**src/rtl/ps2_host_tx.sv**
```systemverilog
// ---------------------------------------------------------------------------
// ps2_host_tx
//
// Host-to-device PS/2 transmitter. Sends one command byte to the keyboard
// using the inhibit / request-to-send sequence, shifts the frame out on the
// device-generated clock and checks the device ACK bit.
//
// Both PS/2 lines are open-drain and are only ever pulled low through the
// *_oe outputs; the surrounding top level does
//   assign PS2_CLK = ps2_clk_oe ? 1'b0 : 1'bz;   (same for PS2_DAT)
//
// Frame on the wire: start(0), d[0]..d[7], odd parity, stop(1), device ACK(0).
//
// Ports
//   clk         in   system clock
//   reset       in   asynchronous, active-low reset
//   cmd_data    in   [7:0] byte to send, sampled when cmd_send is accepted
//   cmd_send    in   one-cycle send request, ignored while busy
//   ps2_clk_in  in   raw PS2_CLK line level (asynchronous)
//   ps2_dat_in  in   raw PS2_DAT line level (asynchronous)
//   ps2_clk_oe  out  1 = pull PS2_CLK low
//   ps2_dat_oe  out  1 = pull PS2_DAT low
//   busy        out  high from accept through completion/error
//   done        out  one-cycle pulse: byte sent and ACK received
//   error       out  one-cycle pulse: missing ACK or timeout
//
// Build option
//   PS2_HOST_TX_TIMEOUT_EN  when defined, a stalled device is detected:
//     START_TIMEOUT cycles are allowed from CLK release to the first device
//     falling edge, BIT_TIMEOUT cycles between later edges and while waiting
//     for the bus to go idle after the ACK. Expiry ends the frame with error.
//     When undefined the block waits indefinitely for device clocks.
// ---------------------------------------------------------------------------
module ps2_host_tx #(
  parameter int INHIBIT_CYCLES = 6000,
  parameter int START_CYCLES   = 1000,
  parameter int START_TIMEOUT  = 750000,
  parameter int BIT_TIMEOUT    = 100000
) (
  input  logic       clk,
  input  logic       reset,
  input  logic [7:0] cmd_data,
  input  logic       cmd_send,
  input  logic       ps2_clk_in,
  input  logic       ps2_dat_in,
  output logic       ps2_clk_oe,
  output logic       ps2_dat_oe,
  output logic       busy,
  output logic       done,
  output logic       error
);

  // -------------------------------------------------------------------------
  // Counter sizing: one shared cycle counter covers the inhibit and start
  // phases and, when timeouts are built in, the device-clock watchdog.
  // -------------------------------------------------------------------------
  localparam int TOP_PHASE = (INHIBIT_CYCLES > START_CYCLES) ? INHIBIT_CYCLES : START_CYCLES;
`ifdef PS2_HOST_TX_TIMEOUT_EN
  localparam int TOP_WDOG  = (START_TIMEOUT > BIT_TIMEOUT) ? START_TIMEOUT : BIT_TIMEOUT;
  localparam int CNT_TOP   = (TOP_PHASE > TOP_WDOG) ? TOP_PHASE : TOP_WDOG;
`else
  localparam int CNT_TOP   = TOP_PHASE;
`endif
  localparam int CW        = $clog2(CNT_TOP + 1);

  localparam logic [CW-1:0] INH_LAST   = CW'(INHIBIT_CYCLES - 1);
  localparam logic [CW-1:0] START_LAST = CW'(START_CYCLES - 1);
`ifdef PS2_HOST_TX_TIMEOUT_EN
  localparam logic [CW-1:0] STO_LAST   = CW'(START_TIMEOUT - 1);
  localparam logic [CW-1:0] BTO_LAST   = CW'(BIT_TIMEOUT - 1);
`endif

  // FSM encoding
  localparam logic [2:0] ST_IDLE      = 3'd0;
  localparam logic [2:0] ST_INHIBIT   = 3'd1;
  localparam logic [2:0] ST_START     = 3'd2;
  localparam logic [2:0] ST_WAIT_DEV  = 3'd3;
  localparam logic [2:0] ST_WAIT_IDLE = 3'd4;

  // -------------------------------------------------------------------------
  // Helpers
  // -------------------------------------------------------------------------
  // Odd parity over the data byte: the bit that makes the total count of ones odd.
  function automatic logic odd_parity(input logic [7:0] d);
    return ~^d;
  endfunction

  // Saturating increment; the counter parks at all-ones instead of wrapping.
  function automatic logic [CW-1:0] sat_inc(input logic [CW-1:0] v);
    if (v == {CW{1'b1}}) begin
      return v;
    end else begin
      return v + {{(CW-1){1'b0}}, 1'b1};
    end
  endfunction

  // -------------------------------------------------------------------------
  // State
  // -------------------------------------------------------------------------
  logic [2:0]    state_q,  state_d;
  logic [CW-1:0] cnt_q,    cnt_d;
  logic [3:0]    n_q,      n_d;       // device falling edges seen this frame
  logic [10:0]   sreg_q,   sreg_d;    // {stop, parity, d[7:0], start}
  logic          clk_oe_q, clk_oe_d;
  logic          dat_oe_q, dat_oe_d;
  logic          busy_q,   busy_d;
  logic          done_q,   done_d;
  logic          error_q,  error_d;

  logic          clk_meta_q, clk_sync_q, clk_prev_q;
  logic          dat_meta_q, dat_sync_q;

  logic          clk_fall_s;
  logic          abort_s;

  assign clk_fall_s = clk_prev_q & ~clk_sync_q;

  // Two-flop synchronisers for both lines plus a delayed CLK copy for edge detect.
  // Idle lines are pulled up, so the flops reset to 1 to avoid a false edge.
  always_ff @(posedge clk or negedge reset) begin
    if (!reset) begin
      clk_meta_q <= 1'b1;
      clk_sync_q <= 1'b1;
      clk_prev_q <= 1'b1;
      dat_meta_q <= 1'b1;
      dat_sync_q <= 1'b1;
    end else begin
      clk_meta_q <= ps2_clk_in;
      clk_sync_q <= clk_meta_q;
      clk_prev_q <= clk_sync_q;
      dat_meta_q <= ps2_dat_in;
      dat_sync_q <= dat_meta_q;
    end
  end

  // Next-state and output logic for the transmit sequence.
  always_comb begin
    state_d  = state_q;
    cnt_d    = cnt_q;
    n_d      = n_q;
    sreg_d   = sreg_q;
    clk_oe_d = clk_oe_q;
    dat_oe_d = dat_oe_q;
    busy_d   = busy_q;
    done_d   = 1'b0;
    error_d  = 1'b0;
    abort_s  = 1'b0;

    case (state_q)
      ST_IDLE: begin
        clk_oe_d = 1'b0;
        dat_oe_d = 1'b0;
        busy_d   = 1'b0;
        // A request landing in the done/error pulse cycle is dropped so each
        // completion is seen before the next frame starts.
        if (cmd_send && !done_q && !error_q) begin
          sreg_d   = {1'b1, odd_parity(cmd_data), cmd_data, 1'b0};
          busy_d   = 1'b1;
          clk_oe_d = 1'b1;
          cnt_d    = {CW{1'b0}};
          n_d      = 4'd0;
          state_d  = ST_INHIBIT;
        end else begin
          state_d  = ST_IDLE;
        end
      end

      ST_INHIBIT: begin
        if (cnt_q == INH_LAST) begin
          // sreg_q[0] is the start bit (0): pulling DAT low is the request to send.
          dat_oe_d = ~sreg_q[0];
          cnt_d    = {CW{1'b0}};
          state_d  = ST_START;
        end else begin
          cnt_d    = sat_inc(cnt_q);
        end
      end

      ST_START: begin
        if (cnt_q == START_LAST) begin
          // Release CLK; DAT stays low as the start bit until the device clocks.
          clk_oe_d = 1'b0;
          cnt_d    = {CW{1'b0}};
          state_d  = ST_WAIT_DEV;
        end else begin
          cnt_d    = sat_inc(cnt_q);
        end
      end

      ST_WAIT_DEV: begin
        if (clk_fall_s) begin
          cnt_d = {CW{1'b0}};
          if (n_q == 4'd10) begin
            // Eleventh falling edge: the device should be holding DAT low (ACK).
            if (dat_sync_q == 1'b0) begin
              state_d = ST_WAIT_IDLE;
            end else begin
              abort_s = 1'b1;
            end
          end else begin
            // Present the next bit while the device clock is low; it is
            // sampled by the device on the following rising edge.
            dat_oe_d = ~sreg_q[1];
            sreg_d   = {1'b1, sreg_q[10:1]};
            n_d      = n_q + 4'd1;
          end
        end else begin
`ifdef PS2_HOST_TX_TIMEOUT_EN
          // Before the first edge the longer start allowance applies.
          if (cnt_q == ((n_q == 4'd0) ? STO_LAST : BTO_LAST)) begin
            abort_s = 1'b1;
          end else begin
            cnt_d   = sat_inc(cnt_q);
          end
`else
          cnt_d = cnt_q;
`endif
        end
      end

      ST_WAIT_IDLE: begin
        // The frame is complete only once the device has let go of both lines.
        if (clk_sync_q && dat_sync_q) begin
          done_d  = 1'b1;
          busy_d  = 1'b0;
          state_d = ST_IDLE;
        end else begin
`ifdef PS2_HOST_TX_TIMEOUT_EN
          if (cnt_q == BTO_LAST) begin
            abort_s = 1'b1;
          end else begin
            cnt_d   = sat_inc(cnt_q);
          end
`else
          cnt_d = cnt_q;
`endif
        end
      end

      default: begin
        clk_oe_d = 1'b0;
        dat_oe_d = 1'b0;
        busy_d   = 1'b0;
        state_d  = ST_IDLE;
      end
    endcase

    // Missing ACK or watchdog expiry: free the bus and report.
    if (abort_s) begin
      clk_oe_d = 1'b0;
      dat_oe_d = 1'b0;
      busy_d   = 1'b0;
      done_d   = 1'b0;
      error_d  = 1'b1;
      n_d      = 4'd0;
      state_d  = ST_IDLE;
    end else begin
      error_d  = 1'b0;
    end
  end

  // Registered state and outputs; reset releases both lines immediately.
  always_ff @(posedge clk or negedge reset) begin
    if (!reset) begin
      state_q  <= ST_IDLE;
      cnt_q    <= {CW{1'b0}};
      n_q      <= 4'd0;
      sreg_q   <= 11'h7FF;
      clk_oe_q <= 1'b0;
      dat_oe_q <= 1'b0;
      busy_q   <= 1'b0;
      done_q   <= 1'b0;
      error_q  <= 1'b0;
    end else begin
      state_q  <= state_d;
      cnt_q    <= cnt_d;
      n_q      <= n_d;
      sreg_q   <= sreg_d;
      clk_oe_q <= clk_oe_d;
      dat_oe_q <= dat_oe_d;
      busy_q   <= busy_d;
      done_q   <= done_d;
      error_q  <= error_d;
    end
  end

  assign ps2_clk_oe = clk_oe_q;
  assign ps2_dat_oe = dat_oe_q;
  assign busy       = busy_q;
  assign done       = done_q;
  assign error      = error_q;

endmodule

```
**config.mk**
```make
export PLATFORM = sky130hd
export DESIGN_NAME = ps2_host_tx
export DESIGN_NICKNAME = d
export VERILOG_FILES = /design/src/rtl/ps2_host_tx.sv
export SDC_FILE = /design/constraint.sdc
export NUM_CORES = 1
export LEC_CHECK = 0
export ABC_AREA = 1
export BUFFER_PORTS_ARGS = -buffer_cell sky130_fd_sc_hd__buf_4
export CAP_MARGIN = 20
export CORE_MARGIN = 2
export CORE_UTILIZATION = 30
export DETAILED_ROUTE_END_ITERATION = 10
export HOLD_SLACK_MARGIN = 0.05
export PLACE_DENSITY = 0.56
export SYNTH_ARGS = -nofsm -noshare
export SYNTH_HDL_FRONTEND = slang
export SYNTH_SLANG_ARGS = --single-unit
export TNS_END_PERCENT = 1
```
**constraint.sdc**
```tcl
create_clock -name clk -period 3.56 [get_ports clk]
set_input_delay 1.068 -clock clk [delete_from_list [all_inputs] [get_ports clk]]
set_output_delay 1.068 -clock clk [all_outputs]
set_load 0.1 [all_outputs]
```
==> reports/metrics.csv, run 1 <==
metric,value,unit
p_leak,1.250,nW
crit_family,flip-flops,
clock_latency,0.30,ns
synth_cell_types,34,
clk_pin_slew,0.08,ns
p_per_area,300.7,nW/µm²
die_area,8800,µm²
wl_per_cell,11.69,µm
cp-end-kind,output pin,
htreeDepth,2,
n_antenna_cell,0,
fin_skew,0.008947,ns
io_pins,18,
grt_max_degree,41,
grt_pass1_vias,1892,
drc,0,
coreArea,7767,µm²
setup_viol,0,
ant_nets,0,
final_net_count,346,
synth_warnings,0,
grt_first_pass_wirelength,8721,µm
grt_overflow_total,0,
gp_congestion,0.8809,
antenna_found_initial,0,
routed_via_density,4.697,
critical-path-slowest-cell,dfrtp_1,
postSynthCellCount,311,
critPathRequiredTime,2.49,ns
postCtsSetupBuffers,0,
start_util,0.3115,
tritoncts,built,
fin_setup_tns,0,ns
ys_ff_latch,40,
crit_path_max_fanout,2,
fin_area,2733,µm²
first_pass_iters,4,
utilization,0.3518,
cts_root_buffer,clkbuf_8,
num_rows,32,
post_cts_resized,0,
placed_area,2639,µm²
post-route-period-util,0.5691,
avgSynthCellArea,7.781,µm²
ir_drop,0.1329,mV
slowest_delay,0.37,ns
worstMarginPinSlew,0.7710,ns
synth.yosys.seq_area_share,0.4214,
cap_viol_max_count,0,
cts_buffers,5,
vias,2034,
outcome,"finished, final reports clean",
cts_sinks,40,
clockBufferDepth,2,
wirelength,5061,µm
crit_path_cell_trace,buf_4,
drv_slew,0,
drtIter0Drc,102,
grt_usage,0.1255,
synth_fp_nets,327,
fin_crit,2.026,ns
drive_gt1_frac,0.1873,
dp_hpwl,3746,µm
fmax,493.6,MHz
portBuffers,17,
crit_buf_inv,1,
relSlewSlack,0.4841,
critPathLaunchType,flip-flop,
die_w,93.81,µm
rsz0062_at_grt,false,
critPathKind,flip-flop to output pin,
syn-cell-area,2420,µm²
cts_hold_buf,0,
syn_to_final_growth,12.93,%
min_path_type,flip-flop to flip-flop,
worstPathArrival,0.96,ns
dieHeight,93.81,µm
finalHoldViolations,0,
## layout by cell type, fill, tap and decap left out, types with 2 or more instances in the layout
| cell | Yosys | layout |
|---|---|---|
| nand2_1 | 72 | 72 |
| nand3_1 | 41 | 41 |
| inv_1 | 34 | 34 |
| nor2_1 | 27 | 27 |
| dfrtp_1 | 25 | 25 |
| buf_4 | 0 | 17 |
| o21ai_0 | 16 | 16 |
| dfstp_2 | 15 | 15 |
| nor3_1 | 8 | 8 |
| xnor2_1 | 8 | 8 |
| nand2_2 | 6 | 6 |
| xor2_1 | 6 | 6 |
| clkbuf_8 | 0 | 6 |
| o21ai_1 | 5 | 5 |
| o211ai_1 | 5 | 5 |
| a21oi_1 | 4 | 4 |
| nand4_1 | 4 | 4 |
| inv_2 | 3 | 3 |
| nand3b_1 | 3 | 3 |
| o211ai_2 | 3 | 3 |
| o21ai_2 | 3 | 3 |
| ha_1 | 3 | 3 |
| nor2_4 | 2 | 2 |
| nand2_4 | 2 | 2 |
| nor2_2 | 2 | 2 |
| nand2b_1 | 2 | 2 |
## flip-flops by register name (all words and copies together) (netlist names)
signal	cells
cnt_q	13
sreg_q	10
n_q	4
state_q	3
busy	1
clk_meta_q	1
clk_prev_q	1
clk_sync_q	1
dat_meta_q	1
dat_sync_q	1
done	1
error	1
ps2_clk_oe	1
ps2_dat_oe	1
## path summary, 6_finish.rpt
check                                       start                     end  slack (ns)  cells past startpoint
min in group asynchronous                   reset      n_q[3]$_DFFE_PN0P_        0.74                      1
max in group asynchronous                   reset    dat_meta_q$_DFF_PN1_        2.44                      1
min reg2reg                  clk_meta_q$_DFF_PN1_    clk_sync_q$_DFF_PN1_        0.36                      0
min                          clk_meta_q$_DFF_PN1_    clk_sync_q$_DFF_PN1_        0.36                      0
max                        ps2_dat_oe$_DFFE_PN0P_              ps2_dat_oe        1.53                      1
max reg2reg                state_q[2]$_DFFE_PN0P_  state_q[1]$_DFFE_PN0P_        1.61                      7
## layout make-up
type	instances	area, µm²
repair buffers	17	127.6
fillers	822	5035
flip-flops and latches	40	1020
clock buffers	7	86.33
clock inverters	1	7.507
multi-input cells	229	1225
well taps	102	127.6
inverters	37	138.9
## layer usage
layer	wire length [µm]	track usage
met1	2490	0.1631
met2	2356	0.2065
met3	163	0.02889
met4	50	0.03986
met5	0	0
## where the power goes
| part | total (W) | switching (W) | leakage (nW) | internal (W) |
|---|---|---|---|---|
| registers | 0.000461 | 0.00000111 | 0.471 | 0.000460 |
| clock network | 0.000319 | 0.000161 | 0.0445 | 0.000158 |
| logic | 0.0000418 | 0.0000235 | 0.735 | 0.0000184 |
## logic make-up (layout without fill, tap and decap cells)
group | count (synthesis) | count (layout) | synth area share
and+or+nand+nor | 172 | 172 | 0.3314
adders and majority gates | 3 | 3 | 0.01551
buffers and inverters | 42 | 62 | 0.07239
xor gates and xnor gates | 14 | 14 | 0.05067
AOI/OAI and AO/OA | 40 | 40 | 0.1086
DFF | 40 | 40 | 0.4214
## cells in the mapped netlist
cell	number	area (µm²)
xnor2_1	8	70.07
nand3_1	41	205.2
nand3b_1	3	22.52
dfstp_2	15	394.1
o211ai_1	5	37.54
buf_2	2	10.01
clkbuf_1	1	3.750
o21ai_1	5	25.02
o21ai_2	3	26.28
nor3_1	8	40.04
o21bai_1	1	7.510
buf_6	2	22.52
a21oi_4	1	16.27
nand2_1	72	270.3
nor2_2	2	12.51
xor2_1	6	52.55
and2_1	1	6.260
o21ai_0	16	80.08
nand2b_1	2	12.51
nand4_1	4	25.02
nor2_4	2	22.52
ha_1	3	37.54
inv_2	3	11.26
dfrtp_1	25	625.6
a21oi_1	4	20.02
o211ai_2	3	37.54
o22ai_1	1	6.260
nand3_4	1	17.52
nand2_2	6	37.54
nand2_4	2	22.52
nor2_1	27	101.4
inv_1	34	127.6
a31oi_1	1	6.260
or2_1	1	6.260
## stage by stage
stage	cells	total power, W	setup slack [ns]	hold WS [ns]
6_report	433	0.0008216	1.534	0.3567
5_1_grt	433	0.0008665	1.376	0.3626
4_1_cts	433	0.0008426	1.531	0.3580
3_5_place_dp	425	0.0005127	1.321	0.3468
3_3_place_gp	425	0.0005116	1.361	0.3466
2_1_floorplan	311	0.0004870	1.594	0.3452
Note: power is estimated with default switching activity, not from simulation.
==> run 2: changes to the inputs <==
- ABC_AREA: 1 -> 0
- clock period: 3.56 -> 1.95 ns (I/O delays scaled with it)
==> reports/metrics.csv, run 2 <==
metric,value,unit,change
async_reset_ff_frac,1.000,,unchanged
tritoncts,built,,
synth_most_common_cell,dfrtp_1,,
drtIter0Drc,67,,-34%
utilization,0.3969,,+0.04507
cap_viol_max_count,0,,unchanged
die_area,7727,µm²,-12%
dp_hpwl,3085,µm,-18%
yosys.area.top_type_share,0.2962,,+0.03768
pre_cts_ws,-0.2990,ns,-1.620 ns
relSlewSlack,0.6545,,+0.1704
dieHeight,87.91,µm,-6.3%
postCtsSetupBuffers,0,,unchanged
ir_drop,0.3621,mV,+170%
final_cell_mix,"buf_4 (40), dfrtp_1 (23), nor2_1 (22), o21ai_0 (19), nand2_1 (18)",,
synth_fp_nets,228,,-30%
fin_skew,0.01391,ns,+0.004965 ns
synth_warnings,0,,unchanged
synth_cell_types,42,,+24%
fin_cells,347,,-20%
vias,1657,,-19%
final_net_count,266,,-23%
critPathKind,flip-flop to flip-flop,,
timing.rr.start,done$_DFF_PN0_,,
worstMarginPinSlew,0.5182,ns,-0.2528 ns
dp.cells,339,,-20%
fin_ws,-0.09422,ns,-1.628 ns
synth.yosys.seq_area_share,0.4828,,+0.06141
drv_slew,0,,unchanged
coreArea,6794,µm²,-13%
cp-end-kind,flip-flop,,
cts_sinks,40,,unchanged
antenna_found_initial,0,,unchanged
num_rows,30,,-6.3%
cts_hold_buf,0,,unchanged
postSynthCellCount,212,,-32%
cts_root_buffer,clkbuf_8,,
syn-cell-area,2112,µm²,-13%
largest_reg_flops,13,,unchanged
finalHoldViolations,0,,unchanged
clk_pin_slew,0.09,ns,about the same
drive_gt1_frac,0.3267,,+0.1394
critPathLaunchType,flip-flop,,
r2r_cells,6,,-1
fin_crit,2.044,ns,
avgSynthCellArea,9.962,µm²,+28%
yosysTopAreaCell,dfrtp_1,,
start_util,0.3109,,-0.0006679
wl_per_cell,12.42,µm,+6.3%
post-route-period-util,1.048,,
die_w,87.91,µm,-6.3%
portBuffers,17,,unchanged
layout_commonest_cell,buf_4,,
p_leak,1.068,nW,-15%
cts_buffers,5,,unchanged
grt_first_pass_wirelength,7576,µm,-13%
grt_overflow_total,0,,unchanged
grt_pass1_vias,1588,,-16%
synth_ff_type,dfrtp_1,,
rsz0062_at_grt,true,,
clockBufferDepth,2,,unchanged
ys_top_cells_by_area,"dfrtp_1 (30%), dfstp_2 (19%), xnor2_1 (6.6%)",,
largestRegisters,"cnt_q (13), sreg_q (10), n_q (4)",,
gp_congestion,0.7970,,-9.5%
syn_to_final_growth,27.67,%,
outcome,"finished, violations left",,
grt_max_degree,41,,unchanged
setup_viol,13,,+13
io_pins,18,,unchanged
ys_ff_latch,40,,unchanged
wirelength,4311,µm,-15%
routed_via_density,4.775,,+1.7%
htreeDepth,2,,unchanged
crit_path_max_fanout,6,,+4
regMostFlops,cnt_q,,
synth_commonest_cells,"dfrtp_1 (25), nor2_1 (23), o21ai_0 (19)",,
fmax,489.2,MHz,
drc,0,,unchanged
grt_usage,0.1221,,-0.003478
min_path_type,primary input to async pin,,
num-fill-cells,656,,-20%
r2r_end,cnt_q[5]$_DFFE_PN0P_,,
p_per_area,563.6,nW/µm²,+87%
violations,negative setup slack,,
worstPathArrival,2.22,ns,+1.26 ns
clock_latency,0.29,ns,about the same
worst_hold_slack,0.2649,ns,-0.09182 ns
ant_nets,0,,unchanged
n_antenna_cell,0,,unchanged
first_pass_iters,4,,unchanged
critPathRequiredTime,2.13,ns,-0.36 ns
rrSetupSlack,-0.09,ns,-1.70 ns
synth_edf_count,0,,unchanged
-- run 2: cell type report --
type / count / area [µm²] / area share
well taps: 96 / 120.1 / 0.04455
flip-flops and latches: 40 / 1027 / 0.3810
clock inverters: 2 / 12.51 / 0.004640
multi-input cells: 156 / 1130 / 0.4190
clock buffers: 6 / 72.57 / 0.02691
repair buffers: 41 / 311.5 / 0.1155
inverters: 6 / 22.52 / 0.008353
-- run 2: per-layer routing --
| metal | track usage | vias to the layer above | routed length, µm |
|---|---|---|---|
| met3 | 0.02733 | 2 | 150 |
| met4 | 0.02238 | 0 | 15 |
| met5 | 0 | - | 0 |
| li1 | - | 830 | - |
| met1 | 0.1706 | 800 | 2086 |
| met2 | 0.1963 | 25 | 2059 |
-- run 2: power breakdown --
| part | total (W) | switching (W) | internal, W |
|---|---|---|---|
| clock network | 0.000536 | 0.000286 | 0.000250 |
| logic | 0.000110 | 0.0000622 | 0.0000479 |
| registers | 0.000873 | 0.0000100 | 0.000863 |
| total | 0.00152 | 0.000358 | 0.00116 |
-- run 2: worst max-delay path: stages (launching register included) --
cell and delay [ns]:
dfrtp_4 0.48, or3b_4 0.40, a221o_2 0.43, buf_6 0.17, nor4_4 0.25, xnor2_1 0.14
nor2_1 0.05
-- run 2: cell families (layout without fill, tap and decap cells) --
group / count (synthesis) / after routing / synth area share
AOI/OAI and AO/OA: 38 / 38 / 0.1120
xor gates and xnor gates: 17 / 17 / 0.07050
adders and majority gates: 3 / 3 / 0.01777
buffers and inverters: 16 / 55 / 0.03436
DFF: 40 / 40 / 0.4828
muxes: 10 / 10 / 0.04740
and+or+nand+nor: 88 / 88 / 0.2352
-- run 2: how the worst max path moves through the flow --
stage	from	slack, ns	endpoint
final	done$_DFF_PN0_	-0.09	cnt_q[5]$_DFFE_PN0P_
after global routing	done$_DFF_PN0_	-0.17	cnt_q[3]$_DFFE_PN0P_
after CTS	done$_DFF_PN0_	-0.09	cnt_q[5]$_DFFE_PN0P_
after detailed placement	cmd_send	-0.30	cnt_q[7]$_DFFE_PN0P_
after global placement	cmd_send	-0.23	cnt_q[5]$_DFFE_PN0P_
after floorplan	error$_DFF_PN0_	-0.18	cnt_q[5]$_DFFE_PN0P_
-- run 2: repair_timing --
item | CTS | global route
resized for setup | 5 | 6
pin swaps | 6 | 1
cloned | 0 | 0
setup endpoints to repair | 22 | 25
-- run 2: per-stage QoR --
| stage | instance area, µm² | total power (W) | TNS (ns) |
|---|---|---|---|
| floorplan | 2171 | 0.0009485 | -2.882 |
| global placement | 2555 | 0.001001 | -2.869 |
| detailed placement | 2555 | 0.001002 | -3.463 |
| CTS | 2654 | 0.001557 | -0.5778 |
| global route | 2696 | 0.001601 | -1.886 |
| finish | 2696 | 0.001520 | -0.3952 |
==> run 3: changes to the inputs <==
==> constraint.sdc (replaced) <==
create_clock -name clk -period 1.95 [get_ports clk]
set_input_delay 0.195 -clock clk [delete_from_list [all_inputs] [get_ports clk]]
set_output_delay 0.195 -clock clk [all_outputs]
set_load 0.1 [all_outputs]
==> reports/metrics.csv, run 3 (synthesis gave the netlist of run 2 again) <==
metric,value,unit,change
outcome,"finished, violations left",,
violations,negative setup slack,,
grt_first_pass_wirelength,7762,µm,+2.5%
wirelength,4451,µm,+3.2%
drtIter0Drc,48,,-28%
cts_sinks,40,,unchanged
crit_path_cell_trace,or3b_4 > a221o_2 > buf_6 > nor3b_2 > xnor2_1 > nor2_1,,
grt_pass1_vias,1689,,+6.4%
num_rows,30,,unchanged
cts_buffers,5,,unchanged
crit_family,simple AND/OR/NAND/NOR gates,,
gp_congestion,0.8089,,+1.5%
io_pins,18,,unchanged
min_path_type,primary input to flip-flop,,
p_per_area,597.1,nW/µm²,+5.9%
clk_pin_slew,0.09,ns,about the same
critPathRequiredTime,2.14,ns,about the same
antenna_found_initial,0,,unchanged
slowest_delay,0.48,ns,about the same
routed_via_density,4.796,,+0.43%
coreArea,6794,µm²,unchanged
critPathKind,flip-flop to flip-flop,,
relSlewSlack,0.6268,,-0.02776
post-route-period-util,1.011,,-0.03728
die_area,7727,µm²,unchanged
clockBufferDepth,2,,unchanged
final_cell_mix,"buf_4 (43), dfrtp_1 (23), nor2_1 (21), o21ai_0 (19), nand2_1 (18)",,
placed_area,2577,µm²,+0.88%
finalHoldViolations,0,,unchanged
largest_reg_flops,13,,unchanged
worst_hold_slack,0.2148,ns,-0.05009 ns
n_antenna_cell,0,,unchanged
fin_skew,0.007205,ns,-0.006707 ns
first_pass_iters,4,,unchanged
grt_usage,0.1278,,+0.005775
tritoncts,built,,
worstPathArrival,2.16,ns,-0.06 ns
critical-path-slowest-cell,dfrtp_4,,
ant_nets,0,,unchanged
crit_buf_inv,1,,unchanged
cap_viol_max_count,0,,unchanged
dp_hpwl,3162,µm,+2.5%
fin_ws,-0.02152,ns,+0.07269 ns
drive_gt1_frac,0.3602,,+0.03346
crit_path_max_fanout,6,,unchanged
die_w,87.91,µm,unchanged
cts_root_buffer,clkbuf_8,,
dp.cells,342,,+0.88%
wl_per_cell,12.47,µm,+0.36%
htreeDepth,2,,unchanged
dieHeight,87.91,µm,unchanged
start_util,0.3109,,unchanged
critPathLaunchType,flip-flop,,
rsz0062_at_grt,true,,
portBuffers,17,,unchanged
p_leak,1.136,nW,+6.4%
setup_viol,3,,-10
grt_max_degree,41,,unchanged
grt_overflow_total,0,,unchanged
layout_commonest_cell,buf_4,,
final_net_count,276,,+3.8%
largestRegisters,"cnt_q (13), sreg_q (10), n_q (4)",,
ir_drop,0.3655,mV,+0.94%
worstMarginPinSlew,0.5592,ns,+0.04103 ns
syn_to_final_growth,36.32,%,
clock_latency,0.30,ns,about the same
fin_area,2879,µm²,+6.8%
regMostFlops,cnt_q,,
fin_crit,1.972,ns,-0.07269 ns
fmax,507.2,MHz,+3.7%
fin_cells,357,,+2.9%
drc,0,,unchanged
vias,1712,,+3.3%
cp-end-kind,flip-flop,,
drv_slew,0,,unchanged
==> run 3: cell types whose count changed in the layout (fill, tap and decap cells not counted), sizes merged <==
cell	before	now
buf	41	48
dlygate4sd3	0	3
bufinv	0	1
clkinvlp	1	0
==> run 3: repair_timing <==
action,CTS,global route
gates resized for setup,15,6
pin swaps,6,6
endpoints found under the setup margin,12,15
hold buffers,3,0
setup buffers,1,3
endpoints found under the hold margin,27,0
cloned,0,0
==> run 3: where the power goes <==
part           internal, W  leakage (nW)  switching (W)
logic            0.0000531         0.618      0.0000635
registers         0.000863         0.457      0.0000103
clock network     0.000419        0.0614       0.000310
total              0.00133          1.14       0.000384
==> run 3: final timing paths <==
| check | startpoint | endpoint | slack (ns) | cells after the start |
|---|---|---|---|---|
| max | error$_DFF_PN0_ | cnt_q[2]$_DFFE_PN0P_ | -0.02 | 6 |
| min | cmd_data[0] | sreg_q[1]$_DFFE_PN1P_ | 0.21 | 3 |
| max reg2reg | error$_DFF_PN0_ | cnt_q[2]$_DFFE_PN0P_ | -0.02 | 6 |
| min reg2reg | dat_meta_q$_DFF_PN1_ | dat_sync_q$_DFF_PN1_ | 0.36 | 0 |
| max in group asynchronous | reset | done$_DFF_PN0_ | 1.14 | 2 |
| min in group asynchronous | reset | cnt_q[9]$_DFFE_PN0P_ | 0.42 | 2 |
==> run 3: routing by layer <==
layer | vias up | wire [µm] | track usage
met5 | - | 0 | 0
met4 | 0 | 51 | 0.03776
met3 | 7 | 135 | 0.02828
met2 | 25 | 2173 | 0.2135
met1 | 831 | 2091 | 0.1662
li1 | 849 | - | -
==> run 3: through the flow <==
stage	worst slack [ns]	util	power, W	TNS [ns]
6_report	-0.02152	0.4238	0.001719	-0.04804
3_5_place_dp	-0.1444	0.3794	0.001004	-0.3682
4_1_cts	-0.02949	0.4131	0.001748	-0.1748
2_1_floorplan	-0.1809	-	0.0009485	-2.882
3_3_place_gp	-0.04313	0.3794	0.001002	-0.1208
5_1_grt	-0.09233	0.4238	0.001791	-0.9485
==> run 3: worst reg2reg max path: stages (launching register included) <==
cell and delay, ns:
dfrtp_4 0.48, or3b_4 0.40, a221o_2 0.45, buf_6 0.18, nor3b_2 0.17, xnor2_1 0.14, nor2_1 0.05
==> run 3: cell type report <==
type,count,area (µm²)
fill,654,3915
multi-input combinational,156,1170
sequential,40,1027
timing repair buffer,51,417.9
tap,96,120.1
clock buffer,6,82.58
clock inverter,2,38.79
inverter,6,22.52
